### src/rtl/uart_frame_tx_pkg.sv
// Shared types and constants for the UART framing stage.
package uart_frame_tx_pkg;

    typedef enum logic [1:0] {
        StIdle,
        StLoad,
        StWait
    } frm_state_e;

    localparam logic [7:0]  SYNC_BYTE_DFLT = 8'hA5;
    localparam int unsigned FRM_LEN_SYNC   = 5;
    localparam int unsigned FRM_LEN_NOSYNC = 4;

    // Inverted 8-bit sum of cmd and both payload bytes; carries are dropped.
    function automatic logic [7:0] calc_chk(input logic [7:0] cmd, input logic [15:0] data);
        logic [7:0] sum;
        sum = cmd + data[15:8] + data[7:0];
        return ~sum;
    endfunction

endpackage

### src/rtl/uart_frame_tx_if.sv
// Request/handshake bundle between the command logic, the framer and UART_tx.
interface uart_frame_tx_if;

    logic        snd_frm;
    logic [7:0]  cmd;
    logic [15:0] data;
    logic        tx_done;
    logic        trmt;
    logic [7:0]  tx_data;
    logic        busy;
    logic        frm_cmplt;

    // Upstream side: issues requests and returns tx_done.
    modport master (
        output snd_frm, cmd, data, tx_done,
        input  trmt, tx_data, busy, frm_cmplt
    );

    // Framer side.
    modport slave (
        input  snd_frm, cmd, data, tx_done,
        output trmt, tx_data, busy, frm_cmplt
    );

endinterface

### src/rtl/uart_frame_tx.sv
// Serializes one command plus 16-bit payload into a byte frame for UART_tx:
// [sync], cmd, data high, data low, checksum. Paced on tx_done.
module uart_frame_tx
    import uart_frame_tx_pkg::*;
#(
    parameter bit         SYNC_EN   = 1'b1,
    parameter logic [7:0] SYNC_BYTE = SYNC_BYTE_DFLT
) (
    input  logic             clk,
    input  logic             rst_n,
    uart_frame_tx_if.slave   bus
);

    localparam int unsigned FrmLen  = SYNC_EN ? FRM_LEN_SYNC : FRM_LEN_NOSYNC;
    localparam logic [2:0]  LastIdx = 3'(FrmLen - 1);

    frm_state_e  state_q, state_d;
    logic [2:0]  idx_q, idx_d;
    logic [7:0]  cmd_q, cmd_d;
    logic [15:0] data_q, data_d;
    logic [7:0]  chk_q, chk_d;
    logic [7:0]  tx_data_q, tx_data_d;
    logic        busy_q, busy_d;
    logic        cmplt_q, cmplt_d;

    // Without a sync byte the index is shifted so both layouts share one decode.
    function automatic logic [7:0] frame_byte(input logic [2:0]  idx,
                                              input logic [7:0]  c,
                                              input logic [15:0] d,
                                              input logic [7:0]  k);
        logic [2:0] pos;
        logic [7:0] b;
        pos = SYNC_EN ? idx : idx + 3'd1;
        case (pos)
            3'd0:    b = SYNC_BYTE;
            3'd1:    b = c;
            3'd2:    b = d[15:8];
            3'd3:    b = d[7:0];
            default: b = k;
        endcase
        return b;
    endfunction

    // Next-state logic; tx_done is only looked at in StWait so a stale one is harmless.
    always_comb begin
        state_d   = state_q;
        idx_d     = idx_q;
        cmd_d     = cmd_q;
        data_d    = data_q;
        chk_d     = chk_q;
        tx_data_d = tx_data_q;
        busy_d    = busy_q;
        cmplt_d   = cmplt_q;
        case (state_q)
            StIdle: begin
                if (bus.snd_frm) begin
                    cmd_d     = bus.cmd;
                    data_d    = bus.data;
                    chk_d     = calc_chk(bus.cmd, bus.data);
                    idx_d     = 3'd0;
                    cmplt_d   = 1'b0;
                    busy_d    = 1'b1;
                    tx_data_d = frame_byte(3'd0, bus.cmd, bus.data, chk_d);
                    state_d   = StLoad;
                end
            end
            StLoad: state_d = StWait;
            StWait: begin
                if (bus.tx_done) begin
                    if (idx_q == LastIdx) begin
                        busy_d  = 1'b0;
                        cmplt_d = 1'b1;
                        state_d = StIdle;
                    end else begin
                        idx_d     = idx_q + 3'd1;
                        tx_data_d = frame_byte(idx_q + 3'd1, cmd_q, data_q, chk_q);
                        state_d   = StLoad;
                    end
                end
            end
            default: state_d = StIdle;
        endcase
    end

    // State and capture registers.
    always_ff @(posedge clk or negedge rst_n) begin
        if (!rst_n) begin
            state_q   <= StIdle;
            idx_q     <= 3'd0;
            cmd_q     <= 8'h00;
            data_q    <= 16'h0000;
            chk_q     <= 8'h00;
            tx_data_q <= 8'h00;
            busy_q    <= 1'b0;
            cmplt_q   <= 1'b0;
        end else begin
            state_q   <= state_d;
            idx_q     <= idx_d;
            cmd_q     <= cmd_d;
            data_q    <= data_d;
            chk_q     <= chk_d;
            tx_data_q <= tx_data_d;
            busy_q    <= busy_d;
            cmplt_q   <= cmplt_d;
        end
    end

    // trmt is a pure decode of the state flop, so it cannot glitch.
    assign bus.trmt      = (state_q == StLoad);
    assign bus.tx_data   = tx_data_q;
    assign bus.busy      = busy_q;
    assign bus.frm_cmplt = cmplt_q;

endmodule

### src/flat_wrapper.sv
// flat-port wrapper written by rule: the top's interface ports become plain ports
module uart_frame_tx_flat import uart_frame_tx_pkg::*;
#(
    parameter bit         SYNC_EN   = 1'b1,
    parameter logic [7:0] SYNC_BYTE = SYNC_BYTE_DFLT
)
  (clk, rst_n, bus_snd_frm, bus_cmd, bus_data, bus_tx_done, bus_trmt, bus_tx_data, bus_busy, bus_frm_cmplt);
  uart_frame_tx_if bus_i ();
  input  logic clk;
  input  logic rst_n;
  input wire logic [$bits(bus_i.snd_frm)-1:0] bus_snd_frm;
  input wire logic [$bits(bus_i.cmd)-1:0] bus_cmd;
  input wire logic [$bits(bus_i.data)-1:0] bus_data;
  input wire logic [$bits(bus_i.tx_done)-1:0] bus_tx_done;
  output wire logic [$bits(bus_i.trmt)-1:0] bus_trmt;
  output wire logic [$bits(bus_i.tx_data)-1:0] bus_tx_data;
  output wire logic [$bits(bus_i.busy)-1:0] bus_busy;
  output wire logic [$bits(bus_i.frm_cmplt)-1:0] bus_frm_cmplt;
  assign bus_i.snd_frm = bus_snd_frm;
  assign bus_i.cmd = bus_cmd;
  assign bus_i.data = bus_data;
  assign bus_i.tx_done = bus_tx_done;
  assign bus_trmt = bus_i.trmt;
  assign bus_tx_data = bus_i.tx_data;
  assign bus_busy = bus_i.busy;
  assign bus_frm_cmplt = bus_i.frm_cmplt;
  uart_frame_tx #(.SYNC_EN(SYNC_EN), .SYNC_BYTE(SYNC_BYTE)) u_core (.clk(clk), .rst_n(rst_n), .bus(bus_i));
endmodule
### config.mk
export PLATFORM = sky130hd
export DESIGN_NAME = uart_frame_tx_flat
export DESIGN_NICKNAME = d
export VERILOG_FILES = /design/src/rtl/uart_frame_tx_pkg.sv /design/src/rtl/uart_frame_tx_if.sv /design/src/rtl/uart_frame_tx.sv /design/src/flat_wrapper.sv
export SDC_FILE = /design/constraint.sdc
export NUM_CORES = 1
export LEC_CHECK = 0
export BUFFER_PORTS_ARGS = -buffer_cell sky130_fd_sc_hd__buf_2
export CAP_MARGIN = 5
export CORE_MARGIN = 2
export CORE_UTILIZATION = 40
export CTS_CLUSTER_DIAMETER = 30
export CTS_CLUSTER_SIZE = 28
export DETAILED_ROUTE_END_ITERATION = 16
export GPL_TIMING_DRIVEN = 0
export PLACE_DENSITY_LB_ADDON = 0.1
export SETUP_SLACK_MARGIN = 0.05
export SYNTH_ARGS = -nofsm -noshare
export SYNTH_HDL_FRONTEND = slang
export SYNTH_SLANG_ARGS = --single-unit
### constraint.sdc
create_clock -name clk -period 4.4 [get_ports clk]
set_input_delay 0.88 -clock clk [delete_from_list [all_inputs] [get_ports clk]]
set_output_delay 0.88 -clock clk [all_outputs]
set_load 0.05 [all_outputs]
* After elaboration in Yosys (flattened, before gate mapping)
Index checks and enable logic that the tools add are counted.
Word-level totals: flip-flop bits (word level) 47, input bits 28, output and inout bits 11, logic and storage cells 50
Cells by class: add/subtract/negate cells 3, equality and inequality tests 10, muxes and demuxes 21, bitwise gates (word level) 1, reductions and logical operators 7
Operator list (number):
- $pmux 8 s4 | 1
- $mux 8 | 3
- $add 8x8->8 | 2
- $pmux 8 s2 | 1
- $mux 3 | 3
- $not 8->8 | 1
- $reduce_and 4->1 | 2
- $mux 1 | 7
- $eq 3x2->1 const B | 2
- $ne 2x2->1 const B | 3
- $pmux 2 s3 | 1
- $pmux 3 s2 | 1
- $mux 2 | 2
- $pmux 1 s2 | 2
- $reduce_and 2->1 | 2
- $add 3x1->3 const B | 1
- $eq 3x1->1 const B | 1
- $eq 3x3->1 const B | 1
- $logic_not 3->1 | 1
- $eq 2x1->1 const B | 1
- $eq 2x2->1 const B | 1
- $logic_not 2->1 | 1
- $ne 2x1->1 const B | 1
- $reduce_bool 2->1 | 1

* Depth between registers and ports, before layout
Gate-level depths: netlist of the first run.
depth after elaboration 6, gate-level depth with buffers 10

* Least setup slack after synthesis of the first run
Ideal clock, no wire load.
path kind input port to flip-flop, start input port bus_data[1], end register u_core.chk_q[7], arrival time 2.613 ns, data required time 4.273 ns, setup slack 1.659 ns, cell stages on the path 9, cells stage by stage fa_1 > ha_1 > inv_1 > fa_1 > nand2b_1 > a21oi_1 > o22ai_1 > xnor2_1 > o21ai_0
On the way: longest elaborated chain between the ends 2
RTL lines:
- start, declared | line flat_wrapper.sv:13 | input wire logic [$bits(bus_i.data)-1:0] bus_data;
- $add 8x8->8 | line uart_frame_tx_pkg.sv:17 | sum = cmd + data[15:8] + data[7:0];
- $not 8->8 | line uart_frame_tx_pkg.sv:18 | return ~sum;
- end signal, assigned | line uart_frame_tx.sv:101 | chk_q <= chk_d;
- end, declared | line uart_frame_tx.sv:21 | logic [7:0] chk_q, chk_d;
Every way passes these cells. A chain may end at the register's enable or synchronous reset.

* Final worst setup path of the first run
Same ends and word-level chain as after synthesis.

==> results.sh, run 1 <==
export IMPL_global_route_usage_total_pct=19.1
export IMPL_hold_viol=0
export IMPL_syn_area_per_cell_um2=9.19
export IMPL_post_place_cells=381
export IMPL_ys_seq_elements=47
export IMPL_detail_route_first_pass_iterations=5
export IMPL_fp_dieW_um=82.5
export IMPL_cts_resized=0
export IMPL_cts_buffer_depth=2
export IMPL_p_total_mw=2.02
export IMPL_fp_coreArea_um2=5920
export IMPL_grt_pass1_vias=1859
export IMPL_synth_fp_nets=315
export IMPL_cts_buffers=5
export IMPL_hp_class="reg -> reg"
export IMPL_hpwl_um=4170
export IMPL_ys_seq_area_share_pct=47.7
export IMPL_cts_tree="yes"
export IMPL_drt_wl_total_um=5900
export IMPL_path_cells="buf_2, fa_1, ha_1, inv_1, fa_1, nand2b_1, a21oi_1, o22ai_1, xnor2_1, o21ai_0"
export IMPL_grt_pass1_wl_um=9420
export IMPL_post_cts_buffers=0
export IMPL_max_cap_violations=0
export IMPL_cts_hold_buf=0
export IMPL_stdcell_count=389
export IMPL_p_per_area_nw_per_um2=708
export IMPL_slowest_delay_ns=0.55
export IMPL_place_gp_congestion=0.837
export IMPL_num_vias=1936
export IMPL_clk_pin_slew_ns=0.08
export IMPL_synthArstFlopShare_pct=100
export IMPL_period_minus_slack_ns=2.76
export IMPL_path_class="in -> reg"
export IMPL_rows=28
export IMPL_cts_sinks=47
export IMPL_p_leak_nw=1.44
export IMPL_viasPerCell=4.98
export IMPL_cp_num_buf_inv=2
export IMPL_num_nets_final=360
export IMPL_synth_cell_area_um2=2460
export IMPL_synthCells=268
export IMPL_wire_per_inst_um=15.2
export IMPL_ant_nets=0
export IMPL_period_share_pct=62.7
export IMPL_io_buffers=38
export IMPL_finalClockSkew_ns=0.00876
export IMPL_io_pins=39
export IMPL_ys_flop_type="dfrtp_1"
export IMPL_clk_latency_ns=0.30
export IMPL_n_antenna_cell=0
export IMPL_synth_cell_types=31
export IMPL_ir_drop_mv=0.245
export IMPL_worst_ep_arrival_time_ns=2.93
export IMPL_dieArea_um2=6800
export IMPL_path_delay_family="adder cells"
export IMPL_grt_remaining_overflow=0
export IMPL_drt_iter0_drc=92
export IMPL_start_util_pct=41.6
export IMPL_drc=0
export IMPL_required_ns=4.57
export IMPL_dieHeight_um=82.5
export IMPL_htreeDepth=2
export IMPL_outcome="finished clean"
export IMPL_final_max_slew_viol_count=0
export IMPL_fmax_ghz=0.362
export IMPL_maxSlewHeadroom_pct=29.6
export IMPL_grt_max_degree=48
export IMPL_worst_pin_slew_ns=1.06
export IMPL_cp_slowest_cell="fa_1"
export IMPL_cpMostUsedCell="fa_1"
export IMPL_drive_gt1_share_pct=20.4
export IMPL_setup_viol_count_final=0
export IMPL_setup_tns_ns=0
export IMPL_synth_edf_count=0
export IMPL_cp_end_kind="register"
export IMPL_path_max_fanout=3
export IMPL_root_buffer="clkbuf_8"
export IMPL_r2r_slack_ns=2.48
export IMPL_synthToLayoutAreaGrowth_pct=15.6
export IMPL_critPathLaunchType="primary input"
export IMPL_yosys_warnings=0
export IMPL_antenna_found_initial=0
export IMPL_rsz0062_at_grt="false"
==> cell families after synthesis <==
group / count (synthesis) / synth area share [%]
AOI/OAI and AO/OA: 55 / 13.0
xor gates and xnor gates: 6 / 2.13
adders and majority gates: 19 / 12.1
buffers and inverters: 20 / 4.27
DFF: 47 / 47.7
and+or+nand+nor: 121 / 20.8
==> cell type report <==
cell class / count / area [um2]
Timing Repair Buffer: 38 / 190
Sequential cell: 47 / 1180
Buffer: 11 / 71.3
Clock buffer: 8 / 100
Multi-Input combinational cell: 201 / 1180
Tap cell: 75 / 93.8
Fill cell: 605 / 3070
Inverter: 9 / 33.8
==> power by group <==
group / internal [mW] / total [mW] / switching, mW
registers: 0.631 / 0.748 / 0.117
logic: 0.336 / 0.982 / 0.646
clock network: 0.144 / 0.287 / 0.143
total: 1.11 / 2.02 / 0.907
==> layout by cell type (no fill, tap or decap), drive strengths merged <==
cell     n
a21o     1
a21oi   22
a222oi   4
a22o     1
a22oi    4
a31oi    5
buf     48
clkbuf   9
dfrtp   47
fa       8
ha      11
inv      9
nand2   93
nand2b   2
nand3    3
nand4    1
nor2    14
nor2b    1
nor3b    1
o21ai   17
o22ai    1
or2      3
or2b     2
or4      1
xnor2    4
xor2     2
==> registers in the layout, summed over array words and instances (netlist names) <==
signal,cells
u_core.bus.frm_cmplt,1
u_core.data_q,16
u_core.state_q,2
u_core.idx_q,3
u_core.bus.busy,1
u_core.bus.tx_data,8
u_core.chk_q,8
u_core.cmd_q,8
==> cell usage after synthesis (2+ instances only) <==
cell	instances	area, um2
a21oi_1	22	110
a222oi_1	4	40.0
a22oi_1	4	30.0
a31oi_1	5	31.3
buf_2	6	30.0
buf_4	2	15.0
buf_6	2	22.5
dfrtp_1	47	1180
fa_1	8	160
ha_1	11	138
inv_1	9	33.8
nand2_1	93	349
nand2b_1	2	12.5
nand3_1	2	10.0
nor2_1	13	48.8
o21ai_0	13	65.1
o21ai_1	4	20.0
or2_2	3	18.8
or2b_2	2	17.5
xnor2_1	4	35.0
xor2_1	2	17.5
==> tightest hold or removal path, delay by kind of cell, from the launching register on <==
| family | cells | cell delay (ns) |
|---|---|---|
| AND/OR/NAND/NOR | 2 | 0.11 |
| flip-flops | 1 | 0.35 |
==> stage by stage <==
stage                     hold slack [ns]  utilization (%)  area, um2  worst slack [ns]
after floorplan                     0.445                -       2460              1.66
after global placement              0.458             46.4       2750              1.36
after detailed placement            0.464             46.4       2750              1.33
after CTS                           0.486             48.1       2850              1.65
after global routing                0.503             48.1       2850              1.49
final                               0.483             48.1       2850              1.64
==> final timing paths <==
| check | from | to | cells past startpoint |
|---|---|---|---|
| worst max-delay path | bus_data[1] | u_core.chk_q[7] | 10 |
| worst min-delay path | u_core.data_q[14] | u_core.data_q[14] | 2 |
| worst max register to register | u_core.idx_q[0] | u_core.idx_q[0] | 9 |
| worst min register to register | u_core.data_q[14] | u_core.data_q[14] | 2 |
| max in group asynchronous | rst_n | u_core.chk_q[5] | 1 |
| min in group asynchronous | rst_n | u_core.state_q[1] | 1 |
==> layer usage <==
layer / vias up / share of wire (%) / track usage, %
met5: - / 0 / 0
met4: 0 / 0.86 / 5.83
met3: 4 / 4.0 / 4.13
met2: 36 / 48 / 29.3
met1: 924 / 47 / 27.0
li1: 972 / - / -
(Power assumes the default switching activity.)
==> run 2, diff against run 1 <==
==> constraint.sdc (replaced) <==
create_clock -name clk -period 2.57 [get_ports clk]
set_input_delay 0.514 -clock clk [delete_from_list [all_inputs] [get_ports clk]]
set_output_delay 0.514 -clock clk [all_outputs]
set_load 0.05 [all_outputs]
==> run 2 against run 1 <==
Compared with the run above: clock skew is essentially flat; largest cell class unchanged; total power grew 71%; hold slack lost 0.10 ns; register-to-register slack lost 1.8 ns; first-iteration DRC count shrank 3.3%; sequential share of layout area shrank 0.054 points; routed wire length is essentially flat; global-route usage is the same; critical path type unchanged; cell count is the same; utilization grew 0.063 points.
==> results.sh, run 2 (same netlist as run 1, synthesis figures left out) <==
export IMPL_cp_end_kind="register"
export IMPL_worst_pin_slew_ns=1.06
export IMPL_htreeDepth=2
export IMPL_path_max_fanout=3
export IMPL_post_cts_buffers=0
export IMPL_cts_buffer_depth=2
export IMPL_wire_per_inst_um=15.2
export IMPL_p_sw_share_pct=45.0
export IMPL_cts_hold_buf=0
export IMPL_regToRegEndpoint="u_core.idx_q[0]"
export IMPL_met1Wirelength_um=2790
export IMPL_num_vias=1920
export IMPL_outcome="finished clean"
export IMPL_maxSlewHeadroom_pct=29.6
export IMPL_fin_hold_ws_ns=0.379
export IMPL_ant_nets=0
export IMPL_hpwl_um=4170
export IMPL_worst_ep_arrival_time_ns=2.52
export IMPL_clk_pin_slew_ns=0.09
export IMPL_ir_drop_mv=0.419
export IMPL_finalClockSkew_ns=0.00829
export IMPL_start_util_pct=41.6
export IMPL_drc=0
export IMPL_rows=28
export IMPL_grt_pass1_wl_um=9420
export IMPL_rr_worst_depth=9
export IMPL_critPathLaunchType="primary input"
export IMPL_maxUsedRoutingLayer="met4"
export IMPL_synthToLayoutAreaGrowth_pct=15.7
export IMPL_rsz0062_at_grt="false"
export IMPL_hold_viol=0
export IMPL_p_leak_nw=1.44
export IMPL_drive_gt1_share_pct=20.7
export IMPL_fin_util_pct=48.2
export IMPL_p_per_area_nw_per_um2=1210
export IMPL_setup_viol_count_final=0
export IMPL_period_share_pct=91.5
export IMPL_final_max_slew_viol_count=0
export IMPL_hp_class="in -> async"
export IMPL_period_minus_slack_ns=2.35
export IMPL_dieArea_um2=6800
export IMPL_grt_max_degree=48
export IMPL_pwr_share_seq_pct=37.0
export IMPL_path_class="in -> reg"
export IMPL_placed_cell_area_um2=2750
export IMPL_reg2reg_from="u_core.idx_q[0]"
export IMPL_place_gp_congestion=0.837
export IMPL_io_pins=39
export IMPL_grt_remaining_overflow=0
export IMPL_comb_power_share_pct=48.7
export IMPL_fp_dieW_um=82.5
export IMPL_viasPerCell=4.94
export IMPL_fmax_ghz=0.425
export IMPL_clk_latency_ns=0.29
export IMPL_p_total_mw=3.46
export IMPL_required_ns=2.74
export IMPL_regMostFlops="u_core.data_q"
export IMPL_p_sw_mw=1.56
export IMPL_max_cap_violations=0
export IMPL_setup_tns_ns=0
export IMPL_wl_met2_um=2850
export IMPL_drt_iter0_drc=89
export IMPL_global_route_usage_total_pct=19.1
export IMPL_final_common_cell="nand2_1"
export IMPL_dieHeight_um=82.5
export IMPL_antenna_found_initial=0
export IMPL_stdcell_area_um2=2850
export IMPL_cts_tree="yes"
export IMPL_route_met3_wl_um=208
export IMPL_grt_pass1_vias=1859
export IMPL_fp_coreArea_um2=5920
export IMPL_drt_wl_total_um=5900
export IMPL_n_antenna_cell=0
export IMPL_cts_sinks=47
export IMPL_detail_route_first_pass_iterations=4
export IMPL_mostFrequentLayoutCells="nand2_1 (93), dfrtp_1 (47), buf_2 (44), a21oi_1 (21)"
export IMPL_num_nets_final=360
export IMPL_io_buffers=38
export IMPL_r2r_slack_ns=0.66
export IMPL_largest_register_ffs=16
export IMPL_p_clk_share_pct=14.3
export IMPL_cts_buffers=5
export IMPL_root_buffer="clkbuf_8"
export IMPL_p_int_mw=1.90
[run 2: final cells by class]
class,instances,area (um2)
inverter,9,33.8
multi-input combinational,201,1190
sequential,47,1180
clock buffer,8,100
timing repair buffer,38,190
fill,605,3070
tap,75,93.8
buffer,11,71.3
[run 2: critical path, stage by stage]
cell	delay (ns)
buf_2	0.12
fa_1	0.55
ha_1	0.19
inv_1	0.06
fa_1	0.38
nand2b_1	0.21
a21oi_2	0.16
o22ai_1	0.11
xnor2_1	0.15
o21ai_0	0.08
[run 2: per-layer routing]
layer | vias to the layer above | GRT usage, %
li1 | 972 | -
met1 | 905 | 27.0
met2 | 39 | 29.3
met3 | 4 | 4.13
met4 | 0 | 5.83
met5 | - | 0
[run 2: how the worst max path moves through the flow]
stage,start,end,slack (ns),cells past startpoint
6_report,bus_data[1],u_core.chk_q[7],0.22,10
5_1_grt,bus_data[1],u_core.chk_q[7],0.08,10
4_1_cts,bus_data[1],u_core.chk_q[7],0.18,10
3_5_place_dp,bus_data[1],u_core.chk_q[7],-0.13,10
3_3_place_gp,bus_data[1],u_core.chk_q[7],-0.11,10
2_1_floorplan,bus_data[1],u_core.chk_q[7],0.20,9
[run 2: power groups by stage]
stage / clock network (mW) / logic [mW] / registers (mW)
5_1_grt: 0.544 / 1.90 / 1.33
2_1_floorplan: 0 / 1.03 / 1.47
4_1_cts: 0.502 / 1.70 / 1.28
3_3_place_gp: 0 / 1.69 / 1.29
3_5_place_dp: 0 / 1.69 / 1.30
6_report: 0.493 / 1.68 / 1.28
[run 2: what timing repair did]
action                     4_1_cts  5_1_grt
hold endpoints to repair         0        0
setup endpoints to repair        0        1
gates resized for setup          0        1
[run 2: metrics by stage]
step | worst slack, ns | instances
4_1_cts | 0.184 | 389
6_report | 0.218 | 389
3_5_place_dp | -0.130 | 381
3_3_place_gp | -0.108 | 381
5_1_grt | 0.0758 | 389
2_1_floorplan | 0.195 | 268
==> run 3, diff against run 2 <==
--- a/config.mk
+++ b/config.mk
@@ -5,12 +5,13 @@
 export SDC_FILE = /design/constraint.sdc
 export NUM_CORES = 1
 export LEC_CHECK = 0
+export ABC_AREA = 1
 export BUFFER_PORTS_ARGS = -buffer_cell sky130_fd_sc_hd__buf_2
 export CAP_MARGIN = 5
 export CORE_MARGIN = 2
 export CORE_UTILIZATION = 40
 export CTS_CLUSTER_DIAMETER = 30
-export CTS_CLUSTER_SIZE = 28
+export CTS_CLUSTER_SIZE = 20
 export DETAILED_ROUTE_END_ITERATION = 16
 export GPL_TIMING_DRIVEN = 0
 export PLACE_DENSITY_LB_ADDON = 0.1
==> run 3 against run 2 <==
Compared with the run above: critical path type unchanged; largest cell class unchanged; clock skew barely moved; non-clock buffer count unchanged; register-to-register slack improved by 0.02 ns; fmax rose by 8.1%; routed wire length increased by 18%; critical endpoint unchanged; synthesized area grew 11%; sequential power is essentially flat; sequential share of layout area decreased by 3.6 points.
==> results.sh, run 3 <==
export IMPL_rr_worst_depth=8
export IMPL_io_buffers=38
export IMPL_post_place_cells=477
export IMPL_setup_tns_ns=0
export IMPL_final_max_slew_viol_count=0
export IMPL_num_vias=2371
export IMPL_fp_coreArea_um2=6720
export IMPL_dieArea_um2=7540
export IMPL_worst_slack_ns=0.394
export IMPL_period_share_pct=84.7
export IMPL_hold_viol=0
export IMPL_synth_top_family_by_area="simple AND/OR/NAND/NOR gates"
export IMPL_yosysTopAreaCellShare_pct=42.9
export IMPL_synth_xor_area_share_pct=1.28
export IMPL_slowest_delay_ns=0.56
export IMPL_min_delay_worst_endpoint="u_core.state_q[1]"
export IMPL_path_cells="buf_2, fa_1, ha_1, inv_1, fa_1, nor3_1, nor2_1, nand2_1, nand3_1, nand2_1"
export IMPL_period_minus_slack_ns=2.18
export IMPL_ir_drop_mv=0.280
export IMPL_ant_nets=0
export IMPL_synth_simple_area_share_pct=32.6
export IMPL_ys_flop_type="dfrtp_1"
export IMPL_cts_sinks=47
export IMPL_regMostFlops="u_core.data_q"
export IMPL_fp_dieW_um=86.8
export IMPL_global_route_usage_total_pct=20.7
export IMPL_synth_cell_types=26
export IMPL_io_pins=39
export IMPL_regToRegEndpoint="u_core.bus.tx_data[5]"
export IMPL_syn_area_per_cell_um2=7.64
export IMPL_final_common_cell="nand2_1"
export IMPL_detail_route_first_pass_iterations=4
export IMPL_drc=0
export IMPL_clk_latency_ns=0.30
export IMPL_p_leak_nw=1.75
export IMPL_finalClockSkew_ns=0.00858
export IMPL_synth_common_cells="nand2_1 (142), dfrtp_1 (47), inv_1 (41), nand3_1 (36), nor2_1 (25)"
export IMPL_outcome="finished clean"
export IMPL_mostFrequentLayoutCells="nand2_1 (142), dfrtp_1 (47), buf_2 (44), inv_1 (41), nand3_1 (36)"
export IMPL_max_cap_violations=0
export IMPL_drt_wl_total_um=6960
export IMPL_dieHeight_um=86.8
export IMPL_p_per_area_nw_per_um2=1140
export IMPL_reg2reg_from="u_core.idx_q[1]"
export IMPL_p_total_mw=3.57
export IMPL_synthMuxAreaShare_pct=0
export IMPL_rsz0062_at_grt="false"
export IMPL_grt_pass1_vias=2444
export IMPL_rows=30
export IMPL_drt_iter0_drc=121
export IMPL_viasPerCell=4.89
export IMPL_num_nets_final=451
export IMPL_root_buffer="clkbuf_8"
export IMPL_path_max_fanout=4
export IMPL_synthToLayoutAreaGrowth_pct=14.1
export IMPL_r2r_slack_ns=0.68
export IMPL_synth_cell_area_um2=2740
export IMPL_worst_ep_arrival_time_ns=2.42
export IMPL_drive_gt1_share_pct=15.3
export IMPL_hp_class="in -> reg"
export IMPL_synth_adder_area_share_pct=10.9
export IMPL_grt_pass1_wl_um=11900
export IMPL_antenna_found_initial=0
export IMPL_htreeDepth=2
export IMPL_cp_slowest_cell="fa_1"
export IMPL_cts_buffers=5
export IMPL_synth_largest_area_cell="dfrtp_1"
export IMPL_grt_remaining_overflow=0
export IMPL_hpwl_um=5070
export IMPL_maxSlewHeadroom_pct=28.5
export IMPL_post_cts_buffers=0
export IMPL_n_antenna_cell=0
export IMPL_ys_seq_elements=47
export IMPL_place_ws_ns=0.0630
export IMPL_cts_buffer_depth=2
export IMPL_stdcell_count=485
export IMPL_synth_edf_count=0
export IMPL_cp_end_kind="register"
export IMPL_yosys_warnings=0
export IMPL_yosysMostFrequentCell="nand2_1"
export IMPL_synthArstFlopShare_pct=100
export IMPL_critPathLaunchType="primary input"
export IMPL_min_delay_start="bus_tx_done"
export IMPL_worst_pin_slew_ns=1.07
export IMPL_cts_resized=0
export IMPL_setup_viol_count_final=0
export IMPL_wire_per_inst_um=14.3
export IMPL_place_gp_congestion=0.823
export IMPL_fmax_ghz=0.460
export IMPL_start_util_pct=40.8
export IMPL_largest_register_ffs=16
export IMPL_cts_tree="yes"
export IMPL_ys_top_cells_by_area="dfrtp_1 (43%), nand2_1 (19%), nand3_1 (6.6%)"
export IMPL_path_class="in -> reg"
export IMPL_grt_max_degree=48
export IMPL_synth_compound_area_share_pct=4.61
export IMPL_min_path_cells=2
export IMPL_synthCells=359
export IMPL_clk_pin_slew_ns=0.09
export IMPL_synth_fp_nets=406
export IMPL_required_ns=2.82
export IMPL_ys_seq_area_share_pct=42.9
export IMPL_cts_hold_buf=0
==> run 3: per-layer routing <==
layer	up-vias	track usage, %	wire length [um]
li1	1195	-	-
met1	1116	27.5	3280
met2	51	35.5	3310
met3	9	2.38	246
met4	0	6.25	119
met5	-	0	0
==> run 3: worst max path at each step <==
stage,start,to,slack (ns),cells past startpoint
after CTS,bus_data[1],u_core.chk_q[7],0.38,10
final,bus_data[1],u_core.chk_q[7],0.39,10
after global placement,bus_data[1],u_core.chk_q[7],0.09,10
after detailed placement,bus_data[1],u_core.chk_q[7],0.06,10
after floorplan,bus_data[1],u_core.chk_q[7],0.40,9
after global routing,bus_data[1],u_core.chk_q[7],0.29,11
==> run 3: area by class of cell <==
cell class,count,area (um2)
clock inverter,1,8.76
multi-input combinational,259,1350
clock buffer,7,86.3
tap,80,100
inverter,42,158
fill,723,3590
buffer,11,56.3
sequential,47,1180
timing repair buffer,38,190
==> run 3: where the power goes <==
| part | internal, mW | leakage (nW) | switching (mW) |
|---|---|---|---|
| combinational | 0.563 | 1.13 | 1.28 |
| sequential | 1.07 | 0.576 | 0.181 |
| clock | 0.221 | 0.0484 | 0.263 |
==> run 3: metrics by stage <==
step	cell area (um2)	hold slack (ns)	util (%)
floorplan	2740	0.218	-
global route	3130	0.399	46.6
detailed placement	3030	0.462	45.1
global placement	3030	0.463	45.1
finish	3130	0.394	46.6
CTS	3130	0.389	46.6
==> run 3: logic make-up after synthesis <==
group                    Yosys count
AND/OR/NAND/NOR                  214
flip-flops                        47
AO/OA/AOI/OAI                     22
XOR/XNOR                           4
adder cells (fa/ha/maj)           19
buffers and inverters             53
==> run 3: worst max-delay path, delay by kind of cell <==
kind,cells,cell delay [ns]
fa+ha+maj,3,1.21
buf+inv,2,0.18
simple gates,5,0.52
